===== config.mk =====
export PLATFORM = sky130hd
export DESIGN_NAME = serial_compare_ctrl
export DESIGN_NICKNAME = d
export VERILOG_FILES = /design/src/rtl/serial_compare_ctrl.sv
export SDC_FILE = /design/constraint.sdc
export NUM_CORES = 1
export LEC_CHECK = 0
export ABC_AREA = 1
export CAP_MARGIN = 40
export CORE_UTILIZATION = 35
export CTS_BUF_LIST = sky130_fd_sc_hd__clkbuf_8
export CTS_CLUSTER_SIZE = 40
export DETAILED_ROUTE_END_ITERATION = 8
export PLACE_DENSITY_LB_ADDON = 0.2
export SYNTH_ARGS = -nofsm -noshare
export SYNTH_HDL_FRONTEND = slang
export SYNTH_SLANG_ARGS = --single-unit

===== constraint.sdc =====
create_clock -name clk -period 2.1 [get_ports clk]
set_clock_uncertainty 0.2 [all_clocks]
set_input_delay 0.42 -clock clk [delete_from_list [all_inputs] [get_ports clk]]
set_output_delay 0.42 -clock clk [all_outputs]
set_load 0.05 [all_outputs]

===== src/rtl/serial_compare_ctrl.sv =====
// ---------------------------------------------------------------------------
// serial_compare_ctrl
// Compares two WIDTH-bit unsigned operands one 2-bit digit per clock, most
// significant digit first, so a wide magnitude compare can reuse a single
// 2-bit comparator stage. Uses a start/busy/done handshake and holds the
// registered gt/lt/eq result until the next accepted start.
//
// Parameters
//   WIDTH      operand width in bits (even, >= 2); DIGITS = WIDTH/2
//   EARLY_EXIT 1: stop at the first unequal digit, 0: always scan all digits
//
// Ports
//   clk    in   clock, rising edge
//   rst    in   synchronous reset, active-high
//   start  in   compare request, accepted only while busy is low
//   a, b   in   operands, sampled on the accepting edge only
//   busy   out  compare in progress
//   done   out  one-cycle pulse, result valid from this cycle
//   gt     out  A > B  (registered, held)
//   lt     out  A < B  (registered, held)
//   eq     out  A == B (registered, held)
// ---------------------------------------------------------------------------
module serial_compare_ctrl #(
    parameter int unsigned WIDTH      = 8,
    parameter bit          EARLY_EXIT = 1'b1
) (
    input  logic             clk,
    input  logic             rst,
    input  logic             start,
    input  logic [WIDTH-1:0] a,
    input  logic [WIDTH-1:0] b,
    output logic             busy,
    output logic             done,
    output logic             gt,
    output logic             lt,
    output logic             eq
);

    localparam int unsigned DIGITS = WIDTH / 2;
    localparam int unsigned IDX_W  = (DIGITS > 1) ? $clog2(DIGITS) : 1;

    typedef enum logic {
        IDLE = 1'b0,
        SCAN = 1'b1
    } state_e;

    state_e             state_q;
    logic [WIDTH-1:0]   a_q;
    logic [WIDTH-1:0]   b_q;
    logic [IDX_W-1:0]   idx_q;
    logic               diff_q;     // an unequal digit has already been seen
    logic               res_gt_q;   // result of the first unequal digit
    logic               res_lt_q;
    logic               busy_q;
    logic               done_q;
    logic               gt_q;
    logic               lt_q;
    logic               eq_q;

    logic [1:0]         a_dig_c;
    logic [1:0]         b_dig_c;
    logic               dig_ne_c;
    logic               dig_gt_c;
    logic               last_c;
    logic               final_gt_c;
    logic               final_lt_c;
    logic               final_eq_c;

    // Current digit compare and end-of-scan decision.
    always_comb begin
        a_dig_c    = a_q[{idx_q, 1'b0} +: 2];
        b_dig_c    = b_q[{idx_q, 1'b0} +: 2];
        dig_ne_c   = (a_dig_c != b_dig_c);
        dig_gt_c   = (a_dig_c > b_dig_c);
        last_c     = (idx_q == '0) || (EARLY_EXIT && dig_ne_c);
        // An earlier unequal digit always outranks the current one.
        final_gt_c = diff_q ? res_gt_q : (dig_ne_c && dig_gt_c);
        final_lt_c = diff_q ? res_lt_q : (dig_ne_c && !dig_gt_c);
        final_eq_c = !diff_q && !dig_ne_c;
    end

    // Control FSM with registered outputs.
    always_ff @(posedge clk) begin
        if (rst) begin
            state_q  <= IDLE;
            a_q      <= '0;
            b_q      <= '0;
            idx_q    <= '0;
            diff_q   <= 1'b0;
            res_gt_q <= 1'b0;
            res_lt_q <= 1'b0;
            busy_q   <= 1'b0;
            done_q   <= 1'b0;
            gt_q     <= 1'b0;
            lt_q     <= 1'b0;
            eq_q     <= 1'b0;
        end else begin
            done_q <= 1'b0;
            unique case (state_q)
                IDLE: begin
                    if (start) begin
                        a_q      <= a;
                        b_q      <= b;
                        idx_q    <= IDX_W'(DIGITS - 1);
                        diff_q   <= 1'b0;
                        res_gt_q <= 1'b0;
                        res_lt_q <= 1'b0;
                        gt_q     <= 1'b0;
                        lt_q     <= 1'b0;
                        eq_q     <= 1'b0;
                        busy_q   <= 1'b1;
                        state_q  <= SCAN;
                    end
                end
                SCAN: begin
                    // Keep the first unequal digit hidden until the scan ends.
                    if (dig_ne_c && !diff_q) begin
                        diff_q   <= 1'b1;
                        res_gt_q <= dig_gt_c;
                        res_lt_q <= !dig_gt_c;
                    end
                    if (last_c) begin
                        gt_q    <= final_gt_c;
                        lt_q    <= final_lt_c;
                        eq_q    <= final_eq_c;
                        busy_q  <= 1'b0;
                        done_q  <= 1'b1;
                        state_q <= IDLE;
                    end else begin
                        idx_q <= idx_q - IDX_W'(1);
                    end
                end
                default: begin
                    state_q <= IDLE;
                    busy_q  <= 1'b0;
                end
            endcase
        end
    end

    assign busy = busy_q;
    assign done = done_q;
    assign gt   = gt_q;
    assign lt   = lt_q;
    assign eq   = eq_q;

endmodule


Word-level counts from Yosys, hierarchy flattened
Cells that the tools add are included.

storage, ports and cells
  bits in registers = 27
  latch bits = 0
  RAM bits = 0
  bits in read-only memories = 0
  input port bits = 19
  memories kept = 0

operators by class
  $add $sub $neg = 1
  multiply operators = 0
  div/mod/pow operators = 0
  $lt $le $gt $ge = 1
  equality and inequality tests = 5
  shift operators = 2
  muxes and demuxes = 25
  bitwise gates (word level) = 1
  reduce and logical (&&, ||, !) cells = 14

operators with widths
  kind                                                                 number
  1-bit case mux with 2 select lines                                   8
  8-bit by 4-bit indexed part select with 2-bit output                 2
  1-bit 2-to-1 mux                                                     14
  2-bit AND reduction                                                  4
  1-bit logical AND                                                    4
  2-bit 2-to-1 mux                                                     2
  2-bit by 1-bit != test with 1-bit output (second input constant)     2
  2-bit != test (second input constant)                                2
  2-bit case mux with 2 select lines                                   1
  1-bit logical NOT                                                    3
  2-bit > comparator                                                   1
  2-bit logical NOT                                                    1
  2-bit != test                                                        1
  2-bit OR reduction                                                   1
  2-bit by 1-bit subtractor with 2-bit output (second input constant)  1
  1-bit logical OR                                                     1
  1-bit NOT                                                            1

Logic depth before layout (Yosys ltp)
Gate-level depths: netlist of the first run.

  word-level depth = 7
  mapped depth = 13
  mapped depth without buffers = 11

Worst setup path after synthesis of the first run
No wires, ideal clock.

  path kind = reg-to-reg
  start = register idx_q[0]
  end = register gt_q, in the netlist gt
  setup time = 0.117 ns
  data arrival time = 1.674 ns
  data required time = 1.783 ns
  path slack = 0.109 ns
  stages on the path, launching flop included = 12
  buffers on the path = 2
  path through = dfxtp_1 > buf_2 > inv_1 > buf_4 > nand2_1 > a32o_1 > ha_1 > nand2_1 > o21ai_2 > inv_1 > nand2_1 > a21oi_1

on the way
  word-level cells in the longest chain between the ends = 6

ends and longest elaborated chain
  item                                                                     RTL line  RTL
  from (decl)                                                              50        logic [IDX_W-1:0] idx_q;
  from (signal assigned)                                                   104       idx_q <= IDX_W'(DIGITS - 1);
  from (signal assigned)                                                   130       idx_q <= idx_q - IDX_W'(1);
  8-bit by 4-bit indexed part select with 2-bit output (on tied branches)  71, 72
  2-bit > comparator / 2-bit != test (equally long branches)               74, 73
  1-bit logical AND                                                        77        final_gt_c = diff_q ? res_gt_q : (dig_ne_c && dig_gt_c);
  1-bit 2-to-1 mux                                                         77
  1-bit 2-to-1 mux                                                         122       if (last_c) begin
  1-bit case mux with 2 select lines                                       99        unique case (state_q)
  to (signal assigned)                                                     123       gt_q <= final_gt_c;
  to (decl)                                                                56        logic gt_q;

Several ways; a longest one is shown, not always the timed one. The select of a mux whose other input is x is not followed.
A chain may end at the register's enable or synchronous reset.

Worst setup path in the final report of the first run
  start = register idx_q[0]
  end = register idx_q[0]

on the way
  word-level cells in the longest chain between the ends = 5

ends and longest elaborated chain
  item                                                                     RTL line  RTL
  8-bit by 4-bit indexed part select with 2-bit output (on tied branches)  71, 72
  2-bit != test                                                            73        dig_ne_c = (a_dig_c != b_dig_c);
  1-bit logical OR                                                         75        last_c = (idx_q == '0) || (EARLY_EXIT && dig_ne_c);
  2-bit != test (no source line)                                           --
  2-bit AND reduction (no source line)                                     --

Several ways; a longest one is shown, not always the timed one. The select of a mux whose other input is x is not followed.

==> key figures, run 1 <==
Clock tree
  • Clock Latency Late Sink: approximately 270 ps
  • Bufs on Longest Clock Path: 2
  • Total CTS buffers: 3
  • # clock sinks: 27
  • Clock-pin slew on the worst setup and hold paths: 90 ps
  • Hold_buf cts: 0
  • H-tree depth: 1
  • CTS tree: yes
  • Clock root cell: clkbuf_8
  • Post-CTS Setup Bufs: 0

Global routing
  • GRT overflow: 0
  • Vias in the first global route: 980
  • All-layer global routing usage: 0.1621
  • Initial antenna violation count: 0
  • First-pass GRT wire length: 4278 µm
  • Largest net degree at the start of global routing: 19

Placed design
  • Dpl cells: 221
  • Count of input and output buffers: 23
  • Post-DP HPWL: 1889 µm
  • Placer congestion estimate: 0.8329
  • DP Area: 1414 µm²
  • Post-place setup slack: -21.28 ps

Critical path
  • Worst reg-to-reg path cell count: 8
  • WP data arrival: 1950 ps
  • R2R setup slack: 100 ps
  • Capturing point of the worst reg2reg path: idx_q[0]
  • Crit-path cells: buf_4 -> nand2_1 -> a32o_1 -> ha_1 -> nand2_2 -> nor2_1 -> a21oi_1 -> a21oi_1
  • Worst path max stage delay: 390 ps
  • Most used cell, CP: a21oi_1
  • Crit start category: register
  • Crit-path slowest cell: dfxtp_2
  • Reg2reg start: idx_q[0]
  • Critical Path RT: 2050 ps
  • Setup CP Type: register to register
  • Worst Path Max Fanout: 5
  • CP Capture Type: register

Timing
  • Final hold violations: 0
  • Slew @ Worst Pin: 501.4 ps
  • Slew headroom: 0.6647
  • Final hold slack: 271.2 ps
  • Max Slew Vio Count: 0
  • Final min period: 2003 ps
  • Setup WS post-layout: just under 100 ps
  • Setup TNS: 0 ps
  • Final Setup Violations: 0
  • Period utilisation layout: 0.9540
  • Fmax: between 400 and 500 MHz
  • RSZ-0062 raised after global routing: yes

Synthesis
  • Most frequent cell after synthesis: nor2_1
  • Mapped cell area: 1149 µm²
  • Synth cell count leaders: 42 x nor2_1, 27 x dfxtp_1, 24 x o21ai_0, 21 x nand2_1, 10 x a21oi_1
  • Register area share after synthesis: 0.4706
  • Top cells by area, synth: dfxtp_1 47%, nor2_1 14%, o21ai_0 10%, nand2_1 6.9%, a21oi_1 4.4%
  • Ys flop type: dfxtp_1
  • Synth top area share: 0.4706
  • FFs w/ async S/R, synth: 0
  • Number of synthesized flops with an enable pin: 0
  • Number of synthesized register bits: 27
  • Synthesized instance count: 157
  • Synth unique cells: 20
  • Net Count, Synth: around 180
  • Syn_area_per_cell: ~7.3 µm²
  • Cell taking the most area after synthesis: dfxtp_1
  • Yosys warnings: 0

Job
  • Max_cap viols: 0

Route
  • ANT nets after route: 0
  • Initial DRC Count: 24
  • Drt total wl: 2573 µm
  • Vias per std cell: around 4.8
  • Wire per inst: approximately 11 µm
  • First-pass DRT Iterations: 4
  • DRC viols: 0
  • Vias: between 1000 and 1500

Outcome
  • Status: completed

Finish
  • Final nets: 204
  • Post-route cell area: 1473 µm²
  • Synthesis-to-finish area growth: 28.21%
  • Post-Layout Cell Count: ~230
  • Share of post-route cells with drive strength above 1: 0.1050
  • Ant diodes: 0

Floorplan
  • Die X: slightly below 60 µm
  • IO Pins: 24
  • Core box area: 3078 µm²
  • Die height: 59.29 µm
  • Starting density of the core: 0.3732
  • Rows: 20
  • Die ar.: roughly 3500 µm²

Pwr
  • Pleak: approximately 0.62 nW
  • Worst VDD drop: roughly 580 µV
  • Pwr dens: 816.6 nW/µm²

Min path
  • Worst hold stages: 2
  • Tightest Hold Check Type: register to register
  • Hold path start: res_lt_q
  • Worst hold endpoint: res_lt_q
==> flip-flops by register name, summed over array words and instances (netlist names) <==
register / count
idx_q: 2
eq: 1
diff_q: 1
done: 1
gt: 1
a_q: 8
lt: 1
busy: 1
res_gt_q: 1
res_lt_q: 1
b_q: 8
state_q: 1
==> worst max-delay path, delay by kind of cell (launching register included) <==
| kind | cells | cell delay [ps] |
|---|---|---|
| AOI/OAI and AO/OA | 3 | 580 |
| adders and majority gates | 1 | 320 |
| buffers and inverters | 1 | 150 |
| DFF | 1 | 390 |
| and+or+nand+nor | 3 | 240 |
==> cell usage in the layout, fill, tap and decap left out <==
master / synthesis / routed
nand2_2: 1 / 2
ha_1: 3 / 3
nand2_1: 21 / 20
dfxtp_2: 0 / 1
dfxtp_1: 27 / 26
inv_1: 8 / 8
buf_4: 3 / 8
o21ai_1: 0 / 2
nand4_1: 2 / 2
a21oi_1: 10 / 10
nor2_1: 42 / 42
clkbuf_8: 0 / 3
clkdlybuf4s50_1: 0 / 19
o21ai_4: 0 / 1
a211oi_1: 1 / 1
inv_2: 2 / 3
o22ai_1: 2 / 2
inv_4: 0 / 1
a32o_1: 2 / 2
o21ai_0: 24 / 22
nand3_1: 3 / 3
==> report_power, final <==
group          switching [W]  internal [W]  total (W)
Clock               0.000151      0.000131   0.000282
Combinational       0.000199      0.000133   0.000332
Sequential         0.0000299      0.000558   0.000588
Total               0.000380      0.000823    0.00120
==> worst max path at each step <==
stage,cells past startpoint,to,startpoint,slack (ps)
5_1_grt,8,idx_q[1],idx_q[0],-3
3_3_place_gp,9,gt,idx_q[0],30
6_report,8,idx_q[0],idx_q[0],100
4_1_cts,8,gt,idx_q[1],20
3_5_place_dp,9,gt,idx_q[0],-20
2_1_floorplan,11,gt,idx_q[0],110
==> area by class of cell <==
class / count / area [µm²]
fill: 316 / 1605
sequential: 27 / 541.8
multi-input combinational: 112 / 536.8
timing repair buffer: 27 / 250.2
tap: 44 / 55.05
inverter: 11 / 43.79
clock buffer: 3 / 41.29
clock inverter: 1 / 3.754
==> through the flow <==
step	utilization	power (W)
CTS	0.4740	0.001198
floorplan	-	0.0008173
finish	0.4785	0.001203
detailed placement	0.4594	0.0009153
global route	0.4785	0.001278
global placement	0.4594	0.0009072
==> timing repair <==
action                                  in CTS  in global routing
resized for setup                            1                  7
pin swaps                                    0                  1
endpoints found under the setup margin       4                  9
hold endpoints to repair                     0                  0
cloned                                       0                  0
==> cell families (layout without fill, tap and decap cells) <==
logic type	count (synthesis)	after routing	synth area share
AOI/OAI and AO/OA	40	40	0.1906
and+or+nand+nor	69	69	0.2353
buffers and inverters	18	42	0.07080
adders and majority gates	3	3	0.03268
DFF	27	27	0.4706
==> metal layers <==
layer	share of wire	vias up	wire length, µm	global-route usage
met1	0.48	487	1227	0.1962
li1	-	570	-	-
met2	0.47	18	1211	0.2793
met4	0.0070	0	18	0.04082
met3	0.045	2	116	0.04803
met5	0	-	0	0
Note: power is estimated with default switching activity, not from simulation.
==> run 2: changes to the inputs <==
--- a/config.mk
+++ b/config.mk
@@ -5,8 +5,7 @@
 export SDC_FILE = /design/constraint.sdc
 export NUM_CORES = 1
 export LEC_CHECK = 0
-export ABC_AREA = 1
-export CAP_MARGIN = 40
+export CAP_MARGIN = 20
 export CORE_UTILIZATION = 35
 export CTS_BUF_LIST = sky130_fd_sc_hd__clkbuf_8
 export CTS_CLUSTER_SIZE = 40
==> key figures, run 2 <==
Clock tree
  • Clock root cell: clkbuf_8 (unchanged)
  • Hold_buf cts: 0 (unchanged)
  • CTS tree: yes (unchanged)
  • H-tree depth: 1 (unchanged)
  • Total CTS buffers: 3 (unchanged)
  • Bufs on Longest Clock Path: 2 (unchanged)
  • Clock Latency Late Sink: 280 ps (was 270 ps)
  • # clock sinks: 27 (unchanged)
  • Clock-pin slew on the worst setup and hold paths: 90 ps (about the same)

Finish
  • Share of post-route cells with drive strength above 1: 0.2160 (was 0.1050)
  • Final nets: 185 (was 204)
  • Ant diodes: 0 (unchanged)
  • Filler cells: 330 (was 316)
  • Post-Layout Cell Count: 206 (was 225)
  • Synthesis-to-finish area growth: 35.61% (was 28.21%)
  • Largest regs: a_q: 8 flops, b_q: 8 flops, idx_q: 2 flops (unchanged)
  • Final Core Density: 0.5164 (was 0.4785)
  • Most common cell after layout, fill and taps aside: nand2_1 (was nor2_1)
  • Most frequent cells in the layout: 35 x nand2_1, 26 x dfxtp_1, 21 x clkdlybuf4s50_1, 19 x a21oi_1, 9 x buf_4 (was 42 x nor2_1, 26 x dfxtp_1, 22 x o21ai_0, 20 x nand2_1, 19 x clkdlybuf4s50_1)

Route
  • Wire per inst: 12.21 µm (was 11.44 µm)
  • ANT nets after route: 0 (unchanged)
  • Drt total wl: 2515 µm (was 2573 µm)
  • Vias per std cell: 4.995 (was 4.787)
  • Vias: 1029 (was 1077)
  • First-pass DRT Iterations: 5 (was 4)
  • Initial DRC Count: 23 (was 24)
  • DRC viols: 0 (unchanged)

Global routing
  • Grt met2 use: 0.2810 (was 0.2793)
  • Met1 Usage GRT: 0.1845 (was 0.1962)
  • Busiest grt layer: met2 (unchanged)
  • First-pass GRT wire length: 4209 µm (was 4278 µm)
  • Vias in the first global route: 992 (was 980)
  • Largest net degree at the start of global routing: 28 (was 19)
  • All-layer global routing usage: 0.1587 (was 0.1621)
  • M3 GR Usage: 0.01919 (was 0.04803)
  • GRT overflow: 0 (unchanged)
  • Initial antenna violation count: 0 (unchanged)

Min path
  • Worst hold stages: 2 (unchanged)
  • Worst hold endpoint: b_q[4] (was res_lt_q)
  • Tightest Hold Check Type: register to register (unchanged)
  • Hold path start: b_q[4] (was res_lt_q)

Pwr
  • Pleak: 0.5862 nW (was 0.6161 nW)
  • Share of total power in combinational logic: 0.288 (was 0.276)
  • Flop pwr share: 0.470 (was 0.489)
  • Cell Int Power: 0.0008746 W (was 0.0008225 W)
  • Switching power: 0.0003636 W (was 0.0003800 W)
  • Pwr dens: 766.6 nW/µm² (was 816.6 nW/µm²)
  • Clock share of power: 0.241 (was 0.235)
  • Sw Ratio: 0.2936 (was 0.3160)
  • Worst VDD drop: 279.9 µV (was 577.5 µV)

Critical path
  • Setup CP Type: register to register (unchanged)
  • Reg2reg start: idx_q[0] (unchanged)
  • Capturing point of the worst reg2reg path: res_lt_q (was idx_q[0])
  • R2R setup slack: -210 ps (was 100 ps)
  • Worst Path Max Fanout: 6 (was 5)
  • Worst Path Buf+Inv: 1 (unchanged)
  • Critical Path RT: 2110 ps (was 2050 ps)
  • Worst reg-to-reg path cell count: 6 (was 8)
  • Top delay family on crit path: simple AND/OR/NAND/NOR gates (was compound AO/OA/AOI/OAI gates)
  • Crit-path cells: mux4_2 -> inv_2 -> ha_4 -> and2_4 -> or4_4 -> a211oi_2 (was buf_4 -> nand2_1 -> a32o_1 -> ha_1 -> nand2_2 -> nor2_1 -> a21oi_1 -> a21oi_1)
  • WP data arrival: 2330 ps (was 1950 ps)
  • CP Capture Type: register (unchanged)
  • Worst setup path start: idx_q[0] (unchanged)
  • Crit start category: register (unchanged)
  • Worst path max stage delay: 520 ps (was 390 ps)
  • Crit-path slowest cell: mux4_2 (was dfxtp_2)

Outcome
  • Failing checks: setup timing
  • Status: finished with violations (was completed)

Synthesis
  • Synth top area share: 0.4538 (was 0.4706)
  • Net Count, Synth: 157 (was 179)
  • Cell taking the most area after synthesis: dfxtp_1 (unchanged)
  • Number of synthesized register bits: 27 (unchanged)
  • Synth unique cells: 29 (was 20)
  • FFs w/ async S/R, synth: 0 (unchanged)
  • Synthesized instance count: 135 (was 157)
  • Top cells by area, synth: dfxtp_1 45%, nand2_1 11%, a21oi_1 8.0%, mux4_2 7.6%, ha_1 3.2% (was dfxtp_1 47%, nor2_1 14%, o21ai_0 10%, nand2_1 6.9%, a21oi_1 4.4%)
  • Ys flop type: dfxtp_1 (unchanged)
  • Most frequent cell after synthesis: nand2_1 (was nor2_1)
  • Register area share after synthesis: 0.4538 (was 0.4706)
  • Mapped cell area: 1191 µm² (was 1149 µm²)
  • Syn_area_per_cell: 8.823 µm² (was 7.316 µm²)
  • Number of synthesized flops with an enable pin: 0 (unchanged)
  • Yosys warnings: 0 (unchanged)
  • Synth cell count leaders: 35 x nand2_1, 27 x dfxtp_1, 19 x a21oi_1, 6 x inv_1, 5 x buf_2 (was 42 x nor2_1, 27 x dfxtp_1, 24 x o21ai_0, 21 x nand2_1, 10 x a21oi_1)

Timing
  • Final Setup Violations: 7 (was 0)
  • Setup WS post-layout: -214.1 ps (was 96.52 ps)
  • Max Slew Vio Count: 0 (unchanged)
  • Period utilisation layout: 1.102 (was 0.9540)
  • Final hold violations: 0 (unchanged)
  • RSZ-0062 raised after global routing: yes (unchanged)
  • Final min period: 2314 ps (was 2003 ps)
  • Slew headroom: 0.6707 (was 0.6647)
  • Setup TNS: -498.1 ps (was 0 ps)
  • Slew @ Worst Pin: 492.4 ps (was 501.4 ps)
  • Fmax: 432.1 MHz (was 499.1 MHz)

Placed design
  • Post-DP HPWL: 1845 µm (was 1889 µm)
  • Placer congestion estimate: 0.8150 (was 0.8329)
  • Dpl cells: 202 (was 221)
  • Count of input and output buffers: 23 (unchanged)

Floorplan
  • Die ar.: 3640 µm² (was 3515 µm²)
  • IO Pins: 24 (unchanged)
  • Starting density of the core: 0.3808 (was 0.3732)
  • Die height: 60.34 µm (was 59.29 µm)
  • Die X: 60.34 µm (was 59.29 µm)
  • Rows: 20 (unchanged)
  • Core box area: 3128 µm² (was 3078 µm²)

Job
  • Max_cap viols: 0 (unchanged)
## run 2: cell types whose count changed after synthesis, sizes merged, moves of 4 or more
cell | previous run | this run
mux4 | 0 | 4
nand2 | 22 | 35
a21oi | 10 | 19
nor2 | 42 | 3
o21ai | 25 | 1
inv | 10 | 6
nor3 | 0 | 4
## run 2: power by group through the flow
stage	Sequential, W	Combinational, W	Clock [W]
after floorplan	0.000609	0.000206	0
after global placement	0.000593	0.000336	0
after CTS	0.000583	0.000354	0.000307
after global routing	0.000588	0.000393	0.000328
after detailed placement	0.000595	0.000346	0
final	0.000582	0.000357	0.000299
## run 2: area by class of cell
cell class	count	area (µm²)	area share
Clock buffer	3	41.29	0.02556
Sequential cell	27	544.3	0.3369
Timing Repair Buffer	32	309.0	0.1913
Clock inverter	1	7.507	0.004648
Multi-Input combinational cell	93	635.6	0.3935
Inverter	6	22.52	0.01394
Tap cell	44	55.05	0.03408
## run 2: repair_timing
action,in CTS,in global routing
endpoints found under the setup margin,10,9
hold endpoints to repair,0,0
pin swaps,3,2
resized for setup,3,3
setup buffers,0,0
## run 2: through the flow
step           setup slack, ps  hold WS [ps]  power (W)  area (µm²)
2_1_floorplan           -204.4         233.1  0.0008147        1231
3_3_place_gp            -204.2         249.5  0.0009292        1541
3_5_place_dp            -236.4         249.7  0.0009407        1541
4_1_cts                 -226.7         263.2   0.001244        1599
5_1_grt                 -262.5         296.0   0.001310        1615
6_report                -214.1         260.1   0.001238        1615
## run 2: worst min-delay path, stage by stage (launching register included)
cell     delay (ps)
dfxtp_1         320
nand2_1          50
a21oi_1          50
## run 2: how the worst max path moves through the flow
| stage | slack [ps] | end | cells past startpoint |
|---|---|---|---|
| 6_report | -210 | res_lt_q | 6 |
| 3_5_place_dp | -240 | res_lt_q | 6 |
| 3_3_place_gp | -200 | res_lt_q | 6 |
| 4_1_cts | -230 | res_lt_q | 6 |
| 5_1_grt | -260 | res_lt_q | 6 |
| 2_1_floorplan | -200 | res_lt_q | 7 |
## run 2: cell families after synthesis
group | Yosys count | share of synthesized area
AND/OR/NAND/NOR | 54 | 0.2132
AO/OA/AOI/OAI | 32 | 0.1702
flip-flops | 27 | 0.4538
buffers and inverters | 15 | 0.05567
multiplexers | 4 | 0.07563
adder cells (fa/ha/maj) | 3 | 0.03152
## run 2: layer usage
layer / vias up / part of all wire / wire (µm)
met5: - / 0 / 0
met4: 0 / 0.023 / 57
met3: 5 / 0.040 / 101
met2: 25 / 0.49 / 1241
met1: 481 / 0.44 / 1115
li1: 518 / - / -
==> run 3: changes to the inputs <==
--- a/config.mk
+++ b/config.mk
@@ -6,10 +6,12 @@
 export NUM_CORES = 1
 export LEC_CHECK = 0
 export CAP_MARGIN = 20
+export CORE_MARGIN = 5
 export CORE_UTILIZATION = 35
 export CTS_BUF_LIST = sky130_fd_sc_hd__clkbuf_8
 export CTS_CLUSTER_SIZE = 40
 export DETAILED_ROUTE_END_ITERATION = 8
+export DONT_BUFFER_PORTS = 1
 export PLACE_DENSITY_LB_ADDON = 0.2
 export SYNTH_ARGS = -nofsm -noshare
 export SYNTH_HDL_FRONTEND = slang
==> key figures, run 3 (same netlist as run 2, synthesis figures left out) <==
Outcome
  • Status: finished with violations (unchanged)
  • Failing checks: hold timing, setup timing (was setup timing)

Finish
  • Synthesis-to-finish area growth: 21.74% (was 35.61%)
  • Final Core Density: 0.4380 (was 0.5164)
  • Largest regs: a_q: 8 flops, b_q: 8 flops, idx_q: 2 flops (unchanged)
  • Most frequent cells in the layout: 35 x nand2_1, 26 x dfxtp_1, 18 x a21oi_1, 12 x buf_4, 5 x inv_1 (was 35 x nand2_1, 26 x dfxtp_1, 21 x clkdlybuf4s50_1, 19 x a21oi_1, 9 x buf_4)
  • Post-route cell area: 1450 µm² (was 1615 µm²)
  • Ant diodes: 0 (unchanged)
  • Share of post-route cells with drive strength above 1: 0.3007 (was 0.2160)
  • Final nets: 166 (was 185)
  • Most common cell after layout, fill and taps aside: nand2_1 (unchanged)

Global routing
  • Vias in the first global route: 977 (was 992)
  • All-layer global routing usage: 0.1265 (was 0.1587)
  • Initial antenna violation count: 0 (unchanged)
  • First-pass GRT wire length: 4298 µm (was 4209 µm)
  • Largest net degree at the start of global routing: 28 (unchanged)
  • GRT overflow: 0 (unchanged)

Clock tree
  • Clock Latency Late Sink: 270 ps (was 280 ps)
  • Total CTS buffers: 3 (unchanged)
  • Clock-pin slew on the worst setup and hold paths: 90 ps (about the same)
  • CTS tree: yes (unchanged)
  • # clock sinks: 27 (unchanged)
  • H-tree depth: 1 (unchanged)
  • Clock root cell: clkbuf_8 (unchanged)
  • Bufs on Longest Clock Path: 2 (unchanged)
  • Hold_buf cts: 0 (unchanged)

Route
  • ANT nets after route: 0 (unchanged)
  • First-pass DRT Iterations: 4 (was 5)
  • Vias per std cell: 4.963 (was 4.995)
  • Initial DRC Count: 45 (was 23)
  • Drt total wl: 2566 µm (was 2515 µm)
  • Wire per inst: 13.58 µm (was 12.21 µm)
  • Vias: 938 (was 1029)
  • DRC viols: 0 (unchanged)

Timing
  • Final Setup Violations: 7 (unchanged)
  • Slew headroom: 0.6612 (was 0.6707)
  • Fmax: 432.2 MHz (was 432.1 MHz)
  • Final min period: 2314 ps (about the same)
  • Max Slew Vio Count: 0 (unchanged)
  • Period utilisation layout: 1.102 (about the same)
  • Setup WS post-layout: -213.9 ps (was -214.1 ps)
  • Final hold slack: -2.413 ps (was 260.1 ps)
  • RSZ-0062 raised after global routing: yes (unchanged)
  • Final hold violations: 1 (was 0)
  • Slew @ Worst Pin: 507.6 ps (was 492.4 ps)

Critical path
  • Setup CP Type: register to register (unchanged)
  • WP data arrival: 2310 ps (was 2330 ps)
  • Worst Path Max Fanout: 5 (was 6)
  • CP Capture Type: register (unchanged)
  • Critical Path RT: 2100 ps (was 2110 ps)
  • Crit start category: register (unchanged)

Placed design
  • Count of input and output buffers: 0 (was 23)
  • Placer congestion estimate: 0.8699 (was 0.8150)
  • Post-DP HPWL: 1887 µm (was 1845 µm)
  • DP Area: 1329 µm² (was 1541 µm²)
  • Post-place setup slack: -251.8 ps (was -236.4 ps)

Floorplan
  • IO Pins: 24 (unchanged)
  • Starting density of the core: 0.3598 (was 0.3808)
  • Rows: 21 (was 20)
  • Die ar.: 4670 µm² (was 3640 µm²)
  • Die height: 68.34 µm (was 60.34 µm)
  • Die X: 68.34 µm (was 60.34 µm)
  • Core box area: 3311 µm² (was 3128 µm²)

Pwr
  • Pleak: 0.5219 nW (was 0.5862 nW)
  • Worst VDD drop: 454.4 µV (was 279.9 µV)
  • Pwr dens: 836.2 nW/µm² (was 766.6 nW/µm²)

Job
  • Max_cap viols: 0 (unchanged)

Min path
  • Tightest Hold Check Type: input pin to register (was register to register)
==> run 3: changes by cell type in the layout (fill, tap and decap cells not counted), moves of 2 or more <==
cell	change
a311oi_2	+2
clkdlybuf4s50_1	-21
a311oi_1	-2
a22oi_1	-2
a22oi_2	+2
buf_4	+3
==> run 3: worst paths after layout <==
| check | to | start | cells past startpoint | slack, ps |
|---|---|---|---|---|
| setup reg to reg | res_lt_q | idx_q[0] | 6 | -210 |
| hold / removal | eq | rst | 1 | -2 |
| hold reg to reg | a_q[7] | a_q[7] | 2 | 250 |
| setup / recovery | res_lt_q | idx_q[0] | 6 | -210 |
==> run 3: where the power goes <==
part	total (W)	internal, W	leakage (nW)	switching [W]
Sequential	0.000600	0.000550	0.222	0.0000501
Clock	0.000284	0.000131	0.0269	0.000153
Combinational	0.000328	0.000174	0.273	0.000154
==> run 3: final cells by class <==
| type | count | area, µm² |
|---|---|---|
| fillers | 349 | 1861 |
| multi-input cells | 93 | 679.4 |
| flip-flops and latches | 27 | 544.3 |
| repair buffers | 13 | 101.3 |
| well taps | 46 | 57.56 |
| clock buffers | 3 | 41.29 |
| inverters | 6 | 22.52 |
| clock inverters | 1 | 3.754 |
==> run 3: critical path, cell delays in order, from the launching register on <==
cell      delay [ps]
dfxtp_4          400
mux4_2           510
inv_2             90
ha_4             210
and2_4           150
or4_4            500
a211oi_2         180
==> run 3: layer usage <==
metal,share of wire,wire length (µm),up-vias,track usage
met3,0.041,106,2,0.03941
met2,0.49,1248,19,0.2154
li1,-,-,478,-
met1,0.46,1182,439,0.1457
met4,0.011,28,0,0.05211
met5,0,0,-,0
==> run 3: what timing repair did <==
item	CTS	global route
endpoints found under the setup margin	8	10
hold endpoints to repair	0	17
setup buffers	1	0
pin swaps	7	1
resized for setup	12	2
==> run 3: metrics by stage <==
stage	total power, W	setup TNS [ps]	instances
after floorplan	0.0008147	-214.7	135
after global placement	0.0008886	-531.3	184
after detailed placement	0.0008972	-1048	184
after CTS	0.001218	-563.9	189
after global routing	0.001278	-1132	189
final	0.001213	-445.5	189
